### config.mk
export PLATFORM = sky130hd
export DESIGN_NAME = carrier_wipeoff_accum
export DESIGN_NICKNAME = d
export VERILOG_FILES = /design/src/rtl/namuru_corr_pkg.sv /design/src/rtl/sm_mult.sv /design/src/rtl/carrier_wipeoff_accum.sv
export SDC_FILE = /design/constraint.sdc
export NUM_CORES = 1
export LEC_CHECK = 0
export ABC_AREA = 1
export CORE_MARGIN = 5
export CORE_UTILIZATION = 45
export CTS_BUF_LIST = sky130_fd_sc_hd__clkbuf_8
export DETAILED_ROUTE_END_ITERATION = 8
export SYNTH_ARGS = -nofsm -noshare
export SYNTH_HDL_FRONTEND = slang
export SYNTH_SLANG_ARGS = --single-unit
### constraint.sdc
create_clock -name clk -period 5.45 [get_ports clk]
set_clock_uncertainty 0.05 [all_clocks]
set_input_delay 1.635 -clock clk [delete_from_list [all_inputs] [get_ports clk]]
set_output_delay 1.635 -clock clk [all_outputs]
set_load 0.005 [all_outputs]
### src/rtl/namuru_corr_pkg.sv
// Shared definitions for the namuru correlator channel.
// Holds the sign/magnitude level constants, the product width and the
// sign/magnitude to two's complement conversion used by the mixers.
package namuru_corr_pkg;

   localparam int PROD_W  = 4;   // signed width holding any product in -6..+6
   localparam int RAW_LO  = 1;   // ADC sample, mag=0
   localparam int RAW_HI  = 3;   // ADC sample, mag=1
   localparam int CARR_LO = 1;   // carrier replica, mag=0
   localparam int CARR_HI = 2;   // carrier replica, mag=1

   // Sign/magnitude pair to signed value; sgn=1 means negative.
   function automatic logic signed [PROD_W-1:0] sm_to_signed(
      input logic sgn,
      input logic mag,
      input int   lo,
      input int   hi
   );
      logic signed [PROD_W-1:0] v;
      v = mag ? PROD_W'(hi) : PROD_W'(lo);
      return sgn ? -v : v;
   endfunction

endpackage

### src/rtl/sm_mult.sv
// Combinational 2-bit x 2-bit sign/magnitude multiplier (raw sample x carrier).
// Ports: raw_sign/raw_mag  ADC sample; carr_sign/carr_mag  carrier replica;
//        prod  signed product in -6..+6.
module sm_mult
   import namuru_corr_pkg::*;
(
   input  logic                     raw_sign,
   input  logic                     raw_mag,
   input  logic                     carr_sign,
   input  logic                     carr_mag,
   output logic signed [PROD_W-1:0] prod
);

   logic signed [PROD_W-1:0] raw_val;
   logic signed [PROD_W-1:0] carr_val;

   assign raw_val  = sm_to_signed(raw_sign, raw_mag, RAW_LO, RAW_HI);
   assign carr_val = sm_to_signed(carr_sign, carr_mag, CARR_LO, CARR_HI);
   // |product| <= 6, so truncation to PROD_W bits is exact.
   assign prod     = raw_val * carr_val;

endmodule

### src/rtl/carrier_wipeoff_accum.sv
// Carrier wipe-off and I/Q integrate-and-dump for one correlator channel.
// Ports: clk/rst (async, active-high); sample_enable qualifies raw_*, i_*, q_*,
//        code_bit and dump; i_accum/q_accum/overflow latched on dump with a
//        one-cycle accum_valid pulse. Sample at edge k lands in the sum at k+1.
module carrier_wipeoff_accum
   import namuru_corr_pkg::*;
#(
   parameter int ACC_W = 24
) (
   input  logic                    clk,
   input  logic                    rst,
   input  logic                    sample_enable,
   input  logic                    raw_sign,
   input  logic                    raw_mag,
   input  logic                    i_sign,
   input  logic                    i_mag,
   input  logic                    q_sign,
   input  logic                    q_mag,
   input  logic                    code_bit,
   input  logic                    dump,
   output logic signed [ACC_W-1:0] i_accum,
   output logic signed [ACC_W-1:0] q_accum,
   output logic                    accum_valid,
   output logic                    overflow
);

   localparam logic [ACC_W-1:0] ACC_MAX = {1'b0, {(ACC_W-1){1'b1}}};
   localparam logic [ACC_W-1:0] ACC_MIN = {1'b1, {(ACC_W-1){1'b0}}};

   logic signed [PROD_W-1:0] prod_i, prod_q;

   // Stage 1: registered products plus the code chip and dump flag
   logic signed [PROD_W-1:0] s1_i, s1_q;
   logic                     s1_code, s1_dump, s1_vld;

   // Stage 2: running sums and sticky saturation flag
   logic signed [ACC_W-1:0]  acc_i, acc_q;
   logic                     sat;

   logic signed [PROD_W-1:0] term_i, term_q;
   logic signed [ACC_W:0]    sum_i, sum_q;
   logic signed [ACC_W-1:0]  next_i, next_q;
   logic                     ovf_i, ovf_q;

   sm_mult u_mult_i (
      .raw_sign  (raw_sign),
      .raw_mag   (raw_mag),
      .carr_sign (i_sign),
      .carr_mag  (i_mag),
      .prod      (prod_i)
   );

   sm_mult u_mult_q (
      .raw_sign  (raw_sign),
      .raw_mag   (raw_mag),
      .carr_sign (q_sign),
      .carr_mag  (q_mag),
      .prod      (prod_q)
   );

   // One guard bit above the accumulator: if it disagrees with the MSB the
   // add overflowed, and the guard bit gives the direction to clamp toward.
   always_comb begin
      term_i = s1_code ? s1_i : -s1_i;
      term_q = s1_code ? s1_q : -s1_q;
      sum_i  = {acc_i[ACC_W-1], acc_i} + {{(ACC_W+1-PROD_W){term_i[PROD_W-1]}}, term_i};
      sum_q  = {acc_q[ACC_W-1], acc_q} + {{(ACC_W+1-PROD_W){term_q[PROD_W-1]}}, term_q};
      ovf_i  = sum_i[ACC_W] ^ sum_i[ACC_W-1];
      ovf_q  = sum_q[ACC_W] ^ sum_q[ACC_W-1];
      next_i = sum_i[ACC_W-1:0];
      next_q = sum_q[ACC_W-1:0];
      if (ovf_i) next_i = sum_i[ACC_W] ? ACC_MIN : ACC_MAX;
      if (ovf_q) next_q = sum_q[ACC_W] ? ACC_MIN : ACC_MAX;
   end

   always_ff @(posedge clk or posedge rst) begin
      if (rst) begin
         s1_i        <= '0;
         s1_q        <= '0;
         s1_code     <= 1'b0;
         s1_dump     <= 1'b0;
         s1_vld      <= 1'b0;
         acc_i       <= '0;
         acc_q       <= '0;
         sat         <= 1'b0;
         i_accum     <= '0;
         q_accum     <= '0;
         overflow    <= 1'b0;
         accum_valid <= 1'b0;
      end else begin
         s1_vld      <= sample_enable;
         accum_valid <= 1'b0;
         if (sample_enable) begin
            s1_i    <= prod_i;
            s1_q    <= prod_q;
            s1_code <= code_bit;
            s1_dump <= dump;
         end
         if (s1_vld) begin
            if (s1_dump) begin
               // The dump sample closes the interval it belongs to.
               i_accum     <= next_i;
               q_accum     <= next_q;
               overflow    <= sat | ovf_i | ovf_q;
               accum_valid <= 1'b1;
               acc_i       <= '0;
               acc_q       <= '0;
               sat         <= 1'b0;
            end else begin
               acc_i <= next_i;
               acc_q <= next_q;
               sat   <= sat | ovf_i | ovf_q;
            end
         end
      end
   end

endmodule
=== Yosys cells after proc, flatten, opt, wreduce, memory -nomap -nowiden ===
Cells that the tools add are included.
Widths: inputs -> output; s select.

* Mux-type cells: 17
* Bitwise logic cells: 4
* Reduce and logical (&&, ||, !) cells: 1
* $mul: 2
* Add/subtract/negate cells: 7

{| class="wikitable"
|+ Operators with widths
! cell !! count
|-
| $mux 24 || 6
|-
| $add 24x4->25 || 2
|-
| $mux 4 || 5
|-
| $neg 4->4 || 5
|-
| $mul 4x4->4 || 2
|-
| $mux 2 || 3
|-
| $mux 1 || 3
|-
| $or 1x1->1 || 2
|-
| $reduce_and 2->1 || 1
|-
| $xor 1x1->1 || 2
|}

* Word-level logic and storage cells: 43
* Output and inout port bits: 50
* Flip-flop bits (word level): 110
* Bits of input ports: 11

=== Depth between registers and ports, before layout ===
Gate-level depths: netlist of run 1.

* Depth in word-level cells: 7
* Depth in mapped cells: 20
* Depth with buffers taken out: 19

=== Modules after synthesis ===
From an unflattened synthesis of run 1, not the netlist that was laid out.

* Cells, all modules: 1166
* Area total of the unflattened synthesis: 8023.9 um^2

{| class="wikitable"
|+ By module, submodules not included
! module !! area each (um^2) !! times used !! cells an instance !! seq. area each (um^2)
|-
| carrier_wipeoff_accum || 7816.2 || 1 || 1128 || 2752.6
|-
| sm_mult || 103.8 || 2 || 19 || 0.0
|}

=== Least setup slack after synthesis of run 1 ===
Ideal clock, no wire load.

* Kind: input-to-reg
* Start: input port raw_sign
* End: register s1_i[3]
* Data arrival time: 3.199 ns
* Library setup time: 0.130 ns
* Buffers on the path: 0
* Stages: 9
* Slack: 2.071 ns
* Required time: 5.270 ns
* Cells stage by stage: xnor2_1 -> a21oi_1 -> ha_1 -> ha_1 -> ha_1 -> xnor2_1 -> xnor2_1 -> xor2_1 -> o21ai_0

* Word-level cells in the longest chain between the ends: 2

{| class="wikitable"
|+ Ends and longest elaborated chain
! item !! line !! source
|-
| from (decl) || carrier_wipeoff_accum.sv:13 || <nowiki>input logic raw_sign,</nowiki>
|-
| $mux 4 || namuru_corr_pkg.sv:21 || <nowiki>return sgn ? -v : v;</nowiki>
|-
| $mul 4x4->4 || sm_mult.sv:20 || <nowiki>assign prod = raw_val * carr_val;</nowiki>
|-
| to (signal assigned) || carrier_wipeoff_accum.sv:94 || <nowiki>s1_i <= prod_i;</nowiki>
|-
| to (decl) || carrier_wipeoff_accum.sv:33 || <nowiki>logic signed [PROD_W-1:0] s1_i, s1_q;</nowiki>
|}

No other way between the ends.
A chain may end at the register's enable or synchronous reset.

=== Worst setup path in the final report of run 1 ===
Ends and elaborated chain as after synthesis.

==> results of run 1 <==
final cells by class:
cell class / count / area (µm²) / share of cell area (%)
multi-input cells: 908 / 4650 / 52.0
flip-flops and latches: 110 / 2750 / 30.8
repair buffers: 69 / 681 / 7.61
inverters: 102 / 385 / 4.31
well taps: 225 / 282 / 3.15
clock buffers: 9 / 124 / 1.38
clock inverters: 7 / 73.8 / 0.825
layer usage:
metal / vias to the layer above / track usage [%] / wire length (µm)
met5: - / 0 / 0
met2: 78 / 37.3 / 9940
li1: 3742 / - / -
met1: 3323 / 26.3 / 9260
met3: 16 / 2.78 / 551
met4: 0 / 4.50 / 225
synth_stat cells (18+ instances only):
cell type | count | area (µm²)
o21ai_0 | 26 | 130
clkbuf_1 | 19 | 71.3
nor2_1 | 102 | 383
a21oi_1 | 40 | 200
inv_1 | 100 | 375
dfrtp_1 | 110 | 2750
xnor2_1 | 18 | 158
a31oi_1 | 36 | 225
xor2_1 | 29 | 254
nand3_1 | 26 | 130
ha_1 | 58 | 726
nand2_1 | 490 | 1840
worst reg2reg max path, stage by stage (launching register included):
cell,delay [ns]
dfrtp_1,0.41
inv_1,0.08
a31oi_1,0.16
xor2_1,0.17
buf_4,0.30
ha_1,0.34
nand2_1,0.15
inv_2,0.05
a21oi_2,0.18
nand2_2,0.11
nand2_1,0.11
nand3_1,0.10
nand2_1,0.07
nand2_1,0.09
nand2_1,0.50
buf_4,0.42
nand2_1,0.11
nand2_1,0.07
nand2_1,0.05
sequential cells by signal (all words and copies together) (netlist names):
name	cells
sat	1
s1_code	1
s1_vld	1
q_accum	24
s1_i	4
acc_q	24
i_accum	24
overflow	1
s1_dump	1
acc_i	24
accum_valid	1
s1_q	4
how the worst min path moves through the flow:
| stage | cells after the start | slack [ns] | start | to |
|---|---|---|---|---|
| floorplan | 2 | 0.40 | sat | sat |
| detailed placement | 2 | 0.42 | q_accum[17] | q_accum[17] |
| CTS | 2 | 0.45 | q_accum[17] | q_accum[17] |
| finish | 2 | 0.44 | q_accum[22] | q_accum[22] |
| global route | 2 | 0.46 | i_accum[19] | i_accum[19] |
| global placement | 2 | 0.41 | q_accum[17] | q_accum[17] |
cell families after synthesis:
| kind of cell | count (synthesis) | share of synthesized area (%) |
|---|---|---|
| XOR/XNOR | 47 | 5.17 |
| flip-flops | 110 | 34.6 |
| AO/OA/AOI/OAI | 120 | 8.69 |
| adder cells (fa/ha/maj) | 60 | 9.61 |
| AND/OR/NAND/NOR | 681 | 34.8 |
| buffers and inverters | 137 | 7.16 |
per-stage QoR:
| step | util (%) | cells | hold slack [ns] | setup WS, ns | instance area, µm² |
|---|---|---|---|---|---|
| after floorplan | - | 1155 | 0.399 | 0.863 | 7970 |
| after global placement | 50.4 | 1414 | 0.413 | 1.45 | 8750 |
| after detailed placement | 50.4 | 1414 | 0.418 | 1.40 | 8750 |
| after CTS | 51.5 | 1430 | 0.446 | 1.83 | 8950 |
| after global routing | 51.5 | 1430 | 0.463 | 1.42 | 8950 |
| final | 51.5 | 1430 | 0.439 | 1.82 | 8950 |
==> impl_metrics.env, run 1 <==
export IMPL_synth_seq_cells=110
export IMPL_layout_min_cycle_time_ns=3.63
export IMPL_cts_buffers=9
export IMPL_status="finished clean"
export IMPL_detailed_place_hpwl_um=14700
export IMPL_cts_setup_buffers=0
export IMPL_slew_headroom_pct=53.9
export IMPL_final_common_cell="nand2_1"
export IMPL_post_drt_via_cell_ratio=5.01
export IMPL_reg2reg_slack_ns=1.83
export IMPL_tightestPinTransition_ns=0.691
export IMPL_maxSlewViolCount=0
export IMPL_area_growth_pct=12.3
export IMPL_layout_worst_path_cycle_share_pct=66.6
export IMPL_start_util_pct=45.9
export IMPL_wl_per_cell_um=14.0
export IMPL_ys_warn_count=0
export IMPL_syn_area_um2=7970
export IMPL_fillers=1824
export IMPL_drt_pass1_iterations=5
export IMPL_drv_cap=0
export IMPL_routed_wl_um=20000
export IMPL_clock_fmax_ghz=0.275
export IMPL_r2r_cells=18
export IMPL_ant_nets=0
export IMPL_grt_pass1_vias=7186
export IMPL_synth_cell_types=34
export IMPL_design_portCount=61
export IMPL_track_usage_pct=20.7
export IMPL_rsz0062_at_grt="no"
export IMPL_synth_edf_count=0
export IMPL_numPortBuffers=60
export IMPL_fp_coreArea_um2=17400
export IMPL_final_cell_mix="490 x nand2_1, 110 x dfrtp_1, 101 x nor2_1"
export IMPL_grt_ovfl_total=0
export IMPL_n_antenna_cell=0
export IMPL_antenna_found_initial=0
export IMPL_cp_num_cells=10
export IMPL_holdBufCountCts=0
export IMPL_synthCells=1155
export IMPL_seq_area_frac_synth_pct=34.6
export IMPL_cp_slowest_cell="clkdlybuf4s50_1"
export IMPL_drive_above_1_share_pct=5.31
export IMPL_syn_nets=1226
export IMPL_critPathMaxStageDelay_ns=0.47
export IMPL_cp_required_ns=5.69
export IMPL_die_h_um=143
export IMPL_fin_nets=1271
export IMPL_path_buf_inv=1
export IMPL_cts_buffer_depth=2
export IMPL_crit_type="input pin to register"
export IMPL_worst_setup_path_end_kind="register"
export IMPL_ctsHtreeMaxLevel=3
export IMPL_cp_max_fo=4
export IMPL_setup_tns_ns=0
export IMPL_globalplace_congestion=0.904
export IMPL_r2r_start="s1_i[0]"
export IMPL_setup_viol=0
export IMPL_grt_max_degree=63
export IMPL_die_area_um2=20500
export IMPL_path_cells="clkdlybuf4s50_1 -> xnor2_1 -> a21oi_1 -> ha_1 -> ha_1 -> ha_1 -> xnor2_1 -> xnor2_1 -> xor2_1 -> o21ai_0"
export IMPL_clkSinkCount=110
export IMPL_clkTransAtPathRegs_ns=0.11
export IMPL_endpoint="s1_i[3]"
export IMPL_crit_start="raw_sign"
export IMPL_cts_resized_gates=0
export IMPL_crit_family="XOR/XNOR gates"
export IMPL_clkLatencyLatePin_ns=0.40
export IMPL_avgSynthCellArea_um2=6.90
export IMPL_start_kind="input pin"
export IMPL_r2r_end="acc_i[8]"
export IMPL_hold_viol_final=0
export IMPL_async_flop_share_pct=100
export IMPL_drc_errors=0
export IMPL_cp_arrival_ns=3.87
export IMPL_grt_pass1_wl_um=34600
export IMPL_cts_tree="done"
export IMPL_yosys_most_used_dff="dfrtp_1"
export IMPL_root_buffer="clkbuf_8"
export IMPL_via_count=7159
export IMPL_worstHoldPathType="register to register"
export IMPL_drt_initial_drc_count=330
export IMPL_die_w_um=143
export IMPL_row_count=48
Power of run 1 is not shown: default switching activity piles up to over one toggle a cycle in this logic, so the estimate is an artifact.
==> run 2, diff against run 1 <==
- PLACE_DENSITY: not set -> 0.67
- clock period: 5.45 -> 2.9 ns (I/O delays scaled with it)
==> run 2 against run 1 <==
  * Routed wire length grew 24%
  * The flow now finishes with violations (setup timing)
  * Non-clock buffer count up 156
  * Core utilization grew 18 points
  * Global-route usage rose by 0.89 points
  * Sequential share of layout area shrank 8.0 points
  * Clock-buffer cell count unchanged
  * Flip-flop and latch count did not move
  * Worst hold slack worse by 0.0015 ns
  * Cell area is 35% higher
  * Die area unchanged
  * First-iteration DRC count up 40%
==> impl_metrics.env, run 2 (synthesized netlist as in run 1, its figures left out) <==
export IMPL_ctsHtreeMaxLevel=3
export IMPL_r2r_cells=20
export IMPL_cp_max_fo=8
export IMPL_setup_tns_ns=-5.19
export IMPL_die_h_um=143
export IMPL_die_area_um2=20500
export IMPL_maxSlewViolCount=0
export IMPL_cp_arrival_ns=3.32
export IMPL_tightestPinTransition_ns=0.608
export IMPL_grt_ovfl_total=0
export IMPL_cts_tree="done"
export IMPL_final_common_cell="nand2_1"
export IMPL_fin_nets=1427
export IMPL_drt_initial_drc_count=463
export IMPL_design_portCount=61
export IMPL_placed_cells=1533
export IMPL_fin_cells=1586
export IMPL_start_util_pct=45.9
export IMPL_clkSinkCount=110
export IMPL_layout_worst_path_cycle_share_pct=105
export IMPL_track_usage_pct=21.5
export IMPL_violations="setup timing"
export IMPL_cts_buffer_depth=2
export IMPL_start_kind="register"
export IMPL_clkTransAtPathRegs_ns=0.11
export IMPL_crit_type="register to register"
export IMPL_endpoint="acc_i[3]"
export IMPL_grt_max_degree=111
export IMPL_reg2reg_slack_ns=-0.16
export IMPL_setup_viol=84
export IMPL_whs_path_depth=2
export IMPL_globalplace_congestion=0.932
export IMPL_hold_viol_final=0
export IMPL_crit_start="s1_code"
export IMPL_worstHoldPathType="register to register"
export IMPL_grt_pass1_vias=7644
export IMPL_drc_errors=0
export IMPL_via_count=8200
export IMPL_placed_area_um2=9760
export IMPL_n_antenna_cell=0
export IMPL_clkLatencyLatePin_ns=0.41
export IMPL_holdBufCountCts=0
export IMPL_post_drt_via_cell_ratio=5.17
export IMPL_layout_min_cycle_time_ns=3.06
export IMPL_row_count=48
export IMPL_root_buffer="clkbuf_8"
export IMPL_fillers=1307
export IMPL_cts_buffers=9
export IMPL_final_cell_mix="372 x nand2_1, 130 x buf_4, 110 x dfrtp_1"
export IMPL_detailed_place_hpwl_um=15600
export IMPL_drive_above_1_share_pct=33.7
export IMPL_drt_pass1_iterations=5
export IMPL_rsz0062_at_grt="yes"
export IMPL_fp_coreArea_um2=17400
export IMPL_ant_nets=0
export IMPL_wl_per_cell_um=15.6
export IMPL_slew_headroom_pct=59.4
export IMPL_antenna_found_initial=0
export IMPL_grt_pass1_wl_um=35900
export IMPL_fin_area_um2=12100
export IMPL_r2r_start="s1_code"
export IMPL_post_place_ws_ns=-0.270
export IMPL_die_w_um=143
export IMPL_worst_setup_path_end_kind="register"
export IMPL_clock_fmax_ghz=0.327
export IMPL_area_growth_pct=51.5
export IMPL_fin_ws_ns=-0.156
export IMPL_r2r_end="acc_i[3]"
export IMPL_drv_cap=0
export IMPL_routed_wl_um=24800
export IMPL_numPortBuffers=60
export IMPL_status="finished, violations left"
export IMPL_cp_required_ns=3.16
## run 2: cell types whose count changed in the layout (fill, tap and decap cells not counted), sizes merged
cell	change
buf	+147
clkbuf	+9
bufinv	+3
inv	-2
clkinvlp	-1
## run 2: how the worst min path moves through the flow
stage | from | end | slack (ns)
after floorplan | sat | sat | 0.40
after global placement | sat | sat | 0.41
after detailed placement | q_accum[18] | q_accum[18] | 0.41
after CTS | q_accum[18] | q_accum[18] | 0.44
after global routing | i_accum[18] | i_accum[18] | 0.45
final | q_accum[17] | q_accum[17] | 0.44
## run 2: worst max-delay path: stages, from the launching register on
cell       delay [ns]
dfrtp_1          0.43
buf_6            0.14
a31oi_4          0.18
xor2_4           0.10
buf_12           0.15
clkbuf_16        0.17
ha_4             0.30
nand2_2          0.09
nor2_2           0.15
nand2_1          0.08
nor2_1           0.16
nand2_2          0.10
nand3_2          0.10
nand2_1          0.06
nand2_2          0.09
nand2_4          0.11
clkbuf_16        0.21
nand2_4          0.08
nand2_2          0.05
nand2_1          0.07
nand2_1          0.06
## run 2: what timing repair did
item | 4_1_cts | 5_1_grt
pin swaps | 3 | 108
gates cloned | 1 | 11
setup buffers | 4 | 25
gates resized for setup | 47 | 290
setup endpoints to repair | 94 | 96
## run 2: through the flow
stage | hold slack [ns] | utilization (%)
after floorplan | 0.399 | -
after global placement | 0.412 | 56.2
after detailed placement | 0.415 | 56.2
after CTS | 0.441 | 59.6
after global routing | 0.454 | 69.5
final | 0.438 | 69.5
## run 2: metal layers
metal	routed length (µm)	global-route usage, %
met1	10600	27.4
met2	12500	37.7
met3	955	3.11
met4	701	6.90
met5	0	0
## run 2: final cells by class
class,instances,area (µm²),area share (%)
clock inverters,7,145,1.20
flip-flops and latches,110,2750,22.8
repair buffers,225,2210,18.3
well taps,225,282,2.33
inverters,102,389,3.22
clock buffers,9,124,1.03
multi-input cells,908,6170,51.1
Power of run 2 is left out for the same reason.
